**src/rtl/ram_arbiter_pkg.sv**
```systemverilog
// Shared constants and types for the two-port RAM arbiter: FSM encodings,
// default bus widths and the latched-transaction record.
package ram_arbiter_pkg;

   localparam int ARB_DATA_W = 8;
   localparam int ARB_ADDR_W = 8;

   localparam logic [1:0] ARB_IDLE  = 2'd0;
   localparam logic [1:0] ARB_ISSUE = 2'd1;
   localparam logic [1:0] ARB_RDATA = 2'd2;

   typedef struct packed {
      logic port;
      logic we;
   } arb_txn_t;

   function automatic logic [1:0] port_onehot(input logic port);
      return port ? 2'b10 : 2'b01;
   endfunction

endpackage

```
**src/rtl/ram_arbiter_rr_pick2.sv**
```systemverilog
// Combinational two-way round-robin pick: a lone request wins outright,
// a tie goes to the port that was not granted last.
module rr_pick2 (
   input  logic [1:0] req,
   input  logic       last,
   output logic       winner,
   output logic       any
);

   assign any    = |req;
   assign winner = (req == 2'b11) ? ~last : req[1];

endmodule

```
**src/rtl/ram_arbiter.sv**
```systemverilog
// Shares the single-ported data RAM between the control unit (port 0) and a
// loader/debug port (port 1). Optional bus lock: define RAM_ARB_LOCK_EN.
module ram_arbiter
   import ram_arbiter_pkg::*;
#(
   parameter int DATA_W = ARB_DATA_W,
   parameter int ADDR_W = ARB_ADDR_W
) (
   input  logic              clk,
   input  logic              reset,
   input  logic              req0,
   input  logic              req1,
   input  logic              we0,
   input  logic              we1,
   input  logic [ADDR_W-1:0] addr0,
   input  logic [ADDR_W-1:0] addr1,
   input  logic [DATA_W-1:0] wdata0,
   input  logic [DATA_W-1:0] wdata1,
`ifdef RAM_ARB_LOCK_EN
   input  logic              lock0,
   input  logic              lock1,
`endif
   output logic              ack0,
   output logic              ack1,
   output logic              rvalid0,
   output logic              rvalid1,
   output logic [DATA_W-1:0] rdata0,
   output logic [DATA_W-1:0] rdata1,
   output logic              ram_en,
   output logic              ram_write,
   output logic              ram_read,
   output logic [ADDR_W-1:0] ram_addr,
   output logic [DATA_W-1:0] ram_wdata,
   input  logic [DATA_W-1:0] ram_rdata
);

   // Handshake: a requester holds reqN/weN/addrN/wdataN until it sees the
   // one-cycle ackN, then drops reqN; a req still high at the next IDLE is
   // a fresh access. Reads complete later with a one-cycle rvalidN.

   logic [1:0]        state;
   logic              last_grant;
   arb_txn_t          cur;
   logic [1:0]        req_eff;
   logic              locked_grant;
   logic              pick;
   logic              pick_any;
   logic              sel_we;
   logic [ADDR_W-1:0] sel_addr;
   logic [DATA_W-1:0] sel_wdata;

   rr_pick2 u_pick (
      .req    (req_eff),
      .last   (last_grant),
      .winner (pick),
      .any    (pick_any)
   );

`ifdef RAM_ARB_LOCK_EN
   logic lock_hold;
   logic lock_live;

   // cur.port still names the previous winner while we sit in IDLE.
   assign lock_live    = lock_hold && (cur.port ? lock1 : lock0);
   assign req_eff      = lock_live ? ({req1, req0} & port_onehot(cur.port)) : {req1, req0};
   assign locked_grant = lock_live;

   always_ff @(posedge clk) begin
      if (!reset) begin
         lock_hold <= 1'b0;
      end else if ((state == ARB_ISSUE && cur.we) || state == ARB_RDATA) begin
         lock_hold <= cur.port ? lock1 : lock0;
      end
   end
`else
   assign req_eff      = {req1, req0};
   assign locked_grant = 1'b0;
`endif

   assign sel_we    = pick ? we1    : we0;
   assign sel_addr  = pick ? addr1  : addr0;
   assign sel_wdata = pick ? wdata1 : wdata0;

   always_ff @(posedge clk) begin
      if (!reset) begin
         state      <= ARB_IDLE;
         last_grant <= 1'b1;
         cur        <= '0;
         ack0       <= 1'b0;
         ack1       <= 1'b0;
         rvalid0    <= 1'b0;
         rvalid1    <= 1'b0;
         rdata0     <= '0;
         rdata1     <= '0;
         ram_en     <= 1'b0;
         ram_write  <= 1'b0;
         ram_read   <= 1'b0;
         ram_addr   <= '0;
         ram_wdata  <= '0;
      end else begin
         ack0    <= 1'b0;
         ack1    <= 1'b0;
         rvalid0 <= 1'b0;
         rvalid1 <= 1'b0;
         case (state)
            ARB_IDLE: begin
               if (pick_any) begin
                  cur.port     <= pick;
                  cur.we       <= sel_we;
                  ram_en       <= 1'b1;
                  ram_write    <= sel_we;
                  ram_read     <= !sel_we;
                  ram_addr     <= sel_addr;
                  ram_wdata    <= sel_wdata;
                  {ack1, ack0} <= port_onehot(pick);
                  // A locked grant must not disturb round-robin history.
                  if (!locked_grant) begin
                     last_grant <= pick;
                  end
                  state <= ARB_ISSUE;
               end
            end
            ARB_ISSUE: begin
               ram_en    <= 1'b0;
               ram_write <= 1'b0;
               ram_read  <= 1'b0;
               state     <= cur.we ? ARB_IDLE : ARB_RDATA;
            end
            ARB_RDATA: begin
               if (cur.port) begin
                  rdata1  <= ram_rdata;
                  rvalid1 <= 1'b1;
               end else begin
                  rdata0  <= ram_rdata;
                  rvalid0 <= 1'b1;
               end
               state <= ARB_IDLE;
            end
            default: state <= ARB_IDLE;
         endcase
      end
   end

endmodule
```
**config.mk**
```make
export PLATFORM = sky130hd
export DESIGN_NAME = ram_arbiter
export DESIGN_NICKNAME = d
export VERILOG_FILES = /design/src/rtl/ram_arbiter_pkg.sv /design/src/rtl/ram_arbiter_rr_pick2.sv /design/src/rtl/ram_arbiter.sv
export SDC_FILE = /design/constraint.sdc
export NUM_CORES = 1
export LEC_CHECK = 0
export CAP_MARGIN = 20
export CORE_ASPECT_RATIO = 1.2
export CORE_UTILIZATION = 35
export CTS_BUF_LIST = sky130_fd_sc_hd__clkbuf_4 sky130_fd_sc_hd__clkbuf_8
export CTS_CLUSTER_DIAMETER = 120
export DETAILED_ROUTE_END_ITERATION = 7
export PLACE_DENSITY = 0.71
export SKIP_LAST_GASP = 1
export SYNTH_ARGS = -nofsm -noshare
export SYNTH_HDL_FRONTEND = slang
export SYNTH_HIERARCHICAL = 1
export SYNTH_SLANG_ARGS = --single-unit
```
**constraint.sdc**
```tcl
create_clock -name clk -period 2.27 [get_ports clk]
set_input_delay 0.3405 -clock clk [delete_from_list [all_inputs] [get_ports clk]]
set_output_delay 0.3405 -clock clk [all_outputs]
set_load 0.05 [all_outputs]
```
Word level (Yosys, flattened, before mapping) --
Index checks and enable logic that the tools add are counted.
Storage, ports and cells: register bits after elaboration 44, bits of input ports 46, output and inout bits 39, word-level logic and storage cells 47
Operators by class: equal/unequal tests 4, multiplexer cells 16, bitwise logic cells 2, reduce and logical (&&, ||, !) cells 10
Operators with widths (number):
- $mux 8 | 2
- $reduce_and 2->1 | 5
- $mux 1 | 7
- $mux 2 | 3
- $pmux 1 s2 | 3
- $eq 2x2->1 const B | 2
- $pmux 2 s2 | 1
- $reduce_and 3->1 | 1
- $eq 2x1->1 const B | 1
- $logic_not 2->1 | 1
- $ne 2x2->1 const B | 1
- $not 1->1 | 2
- $reduce_bool 2->1 | 1
- $reduce_or 2->1 | 1
- $logic_not 1->1 | 1

Logic depth before layout (Yosys ltp) --
depth in word-level cells 6, gate-level depth with buffers 4, mapped depth without buffers 4

Modules after synthesis --
Netlist, hierarchy kept.
By module, submodules not included:
- ram_arbiter | times used 1, cells an instance 170, area each 1706.6 um2, seq. area each 880.8 um2
- rr_pick2 | times used 1, cells an instance 2, area each 13.8 um2, seq. area each 0.0 um2

Least setup slack after synthesis --
OpenSTA, ideal clock, no wires.
path kind input to register, start point input port req1, end point register ram_addr[0], library setup time 0.133 ns, data arrival time 1.132 ns, data required time 2.137 ns, setup slack 1.005 ns, stages on the path 4, buffers on the path 1, cell sequence a21boi_1 > buf_2 > mux2i_1 > o22ai_1
On the way: longest elaborated chain between the ends 3
Ends and longest elaborated chain:
- start, declared | RTL line ram_arbiter.sv:12 | input logic req1,
- $eq 2x2->1 | RTL line ram_arbiter_rr_pick2.sv:11 | assign winner = (req == 2'b11) ? ~last : req[1];
- $mux 1 | RTL line ram_arbiter_rr_pick2.sv:11
- $mux 8 | RTL line ram_arbiter.sv:81 | assign sel_addr = pick ? addr1 : addr0;
- end signal, assigned | RTL line ram_arbiter.sv:113 | ram_addr <= sel_addr;
- end, declared | RTL line ram_arbiter.sv:32 | output logic [ADDR_W-1:0] ram_addr,
Parallel ways exist; a longest one is shown, timed or not. A chain may end at the register's enable or synchronous reset.

Final worst setup path --
start point register ram_write, end point output port ram_write
RTL lines:
- start, declared | RTL line ram_arbiter.sv:30 | output logic ram_write,
- start signal, assigned | RTL line ram_arbiter.sv:111 | ram_write <= sel_we;
No word-level cell between the ends.

==> results by group <==
Worst setup path
  • Setup CP Type: reg2out
  • Crit path cell chain: clkdlybuf4s50_1
  • CP max-delay cell: clkdlybuf4s50_1
  • Worst-path maximum fanout: 2
  • Worst setup SP type: flop
  • Buf+Inv Stages, Crit Path: 1
  • Worst Path Required: between 1500 and 2000 ps
  • Critical Path End Type: output port
  • Slowest stage delay, CP: 810 ps
  • Cell family with most CP delay: buffers and inverters
  • Critical Path AT: about 1500 ps

Synth
  • Post-synthesis xor/xnor area fraction: 0%
  • Synth Area in Adders: 0%
  • Seq/Total Area, Yosys: about 50%
  • Syn nets: 218
  • Largest family of logic cells by synthesized area: multiplexers
  • Post-Syn Area: 0.00172 mm²
  • YS warnings: 6
  • Largest cells by area after synthesis: dfxtp_1 (51%), mux2i_1 (19%), nand2_1 (9.6%)
  • Synth Area in Compound Gates: 9.75%
  • Mapped Cells: 172
  • Multiplexer area fraction after synthesis: 19.2%
  • Post-synth EDFFs: 0
  • Leading area contributor after synthesis: dfxtp_1
  • Most frequent cells after synthesis: dfxtp_1 (44), nand2_1 (44), mux2i_1 (33)
  • Top FF cell, synth: dfxtp_1
  • Synth unique cells: 24
  • Flops & latches, synth: 44
  • Avg Inst Size Synth: 10.0 µm²
  • Asr flop ratio synth: 0%
  • Synth top area share: 51.2%
  • Synth Area in Simple Gates: 15.1%

STA
  • Final Slew Violations: 0
  • Tcrit/Tclk final: 79.7%
  • Clk_skew: 9.32 ps
  • Final hold violation count: 0
  • Final Setup Violations: 0
  • TNS Setup: 0 ps
  • Unrepaired setup endpoints after global routing: no
  • Max Freq: roughly 0.55 GHz
  • Relative slew slack: 59.4%
  • Tmin final: 1810 ps
  • Worst-Margin Slew: 608 ps

Global routing
  • Pin count of the biggest net entering global routing: 32
  • All-layer global routing usage: 15.8%
  • Initial antenna violation count: 0
  • Vias in the first global route: 1,485
  • Grt ovf: 0
  • Wire length of the first global-routing pass: 6450 µm

Route
  • Routed length per instance: 12.5 µm
  • Via Count: 1,479
  • Residual DRC count: 0
  • Top layer in use: met4
  • DR vias/cell: roughly 4.7
  • Antenna-violating nets left: 0
  • DRT Pass-1 Iters: 4
  • Routed WL: a little under 4000 µm
  • Routed wl met2: 1970 µm
  • Met3 routed WL: approximately 230 µm
  • Met1 wire length: about 1700 µm
  • Initial DRC Count: 53

Layout
  • N_diodes: 0
  • FILL cells: 426
  • Area occupied by multi-input gates: 762 µm²
  • Final instance area: between 0.002 and 0.003 mm²
  • Layout cells sized above 1: 7.39%
  • Nets@finish: 302
  • FF/Latch Area: 881 µm²
  • Area growth, synth to finish: 57.2%

Clock tree
  • CTS tree: yes
  • Post-CTS Setup Repair Bufs: 0
  • Clock Path Buffers: 2
  • H-tree Lvls: 2
  • Root Buffer: clkbuf_8
  • Clock Sink Count: 44
  • Latest clock arrival within the worst-skew pair: 290 ps
  • Clock-pin slew on the worst setup and hold paths: 90 ps
  • Hold_buf cts: 0
  • Number of buffers created by CTS: 5
  • Post-cts resize count: 0

Floorplanning
  • # rows: 27
  • Die Ht: 78.8 µm
  • Die area: 0.00520 mm²
  • Core ar.: 0.00466 mm²
  • Initial Util: 36.9%
  • I/O pin cnt: 85
  • Die Width: 66 µm

Outcome
  • Outcome: finished clean

Power
  • Total power divided by cell area: 670 mW/mm²
  • Leakage: 1.04 nW
  • Max rail drop VDD: 0.343 mV

Hold path
  • Hold WC Path Type: reg2reg

Placement
  • GP Congestion: 0.728
  • DP Area: 0.00261 mm²
  • Port buffer count: 84
  • Dpl hpwl: 2900 µm

Flow run
  • Max cap viols: 0
## sequential cells by signal (all words and copies together), names as in the netlist
| register | cells |
|---|---|
| ram_addr | 8 |
| ram_read | 1 |
| last_grant | 1 |
| cur | 2 |
| rvalid0 | 1 |
| ack0 | 1 |
| state | 2 |
| ram_wdata | 8 |
| ack1 | 1 |
| rdata0 | 8 |
| ram_write | 1 |
| rvalid1 | 1 |
| ram_en | 1 |
| rdata1 | 8 |
## cell usage in the layout (no fill, tap or decap), types with 2 or more instances in the layout
cell,instances
nand2_1,44
dfxtp_1,44
clkinvlp_4,2
o22ai_1,18
mux2i_1,33
o2bb2ai_1,2
clkdlybuf4s50_1,83
buf_4,4
and2_1,2
nor2_1,2
clkbuf_8,5
inv_1,3
## worst paths after layout
check | slack, ps | cells past startpoint | end | startpoint
worst max-delay path | 460 | 1 | ram_write | ram_write$_SDFFE_PN0P_
worst min-delay path | 450 | 1 | state[1]$_SDFFE_PN0P_ | cur[0]$_SDFFE_PN0P_
worst max register to register | 900 | 2 | rdata1[3]$_SDFFE_PN0P_ | state[1]$_SDFFE_PN0P_
worst min register to register | 450 | 1 | state[1]$_SDFFE_PN0P_ | cur[0]$_SDFFE_PN0P_
## kinds of logic (layout without fill, tap and decap cells)
logic type             count (synthesis)  after routing
AO/OA/AOI/OAI                         24             24
buffers and inverters                 15            100
flip-flops                            44             44
multiplexers                          33             33
AND/OR/NAND/NOR                       56             56
## power breakdown
group	switching, W	total (W)	internal [W]	leakage [nW]
combinational	0.000268	0.000477	0.000209	0.641
sequential	0.0000321	0.000856	0.000824	0.360
clock	0.000263	0.000481	0.000218	0.0404
## metal layers
metal | up-vias | GRT usage [%]
li1 | 761 | -
met1 | 662 | 17.6
met2 | 54 | 28.7
met3 | 2 | 5.03
met4 | 0 | 3.19
met5 | - | 0
## final cells by class
| class | instances | share of cell area, % |
|---|---|---|
| multi-input cells | 113 | 28.2 |
| well taps | 58 | 2.68 |
| clock inverters | 3 | 0.879 |
| flip-flops and latches | 44 | 32.6 |
| repair buffers | 89 | 32.7 |
| clock buffers | 5 | 2.54 |
| inverters | 3 | 0.416 |
## per-stage QoR
step           hold slack [ps]  total power (W)  worst slack (ps)  std cells  utilization [%]
6_report                   455          0.00181               461        315             58.0
5_1_grt                    468          0.00190               414        315             58.0
4_1_cts                    454          0.00184               436        315             58.0
3_5_place_dp               431          0.00135               407        307             56.0
3_3_place_gp               429          0.00135               435        307             56.0
2_1_floorplan              397          0.00116              1010        172                -
Power figures use the tool's default switching activity.
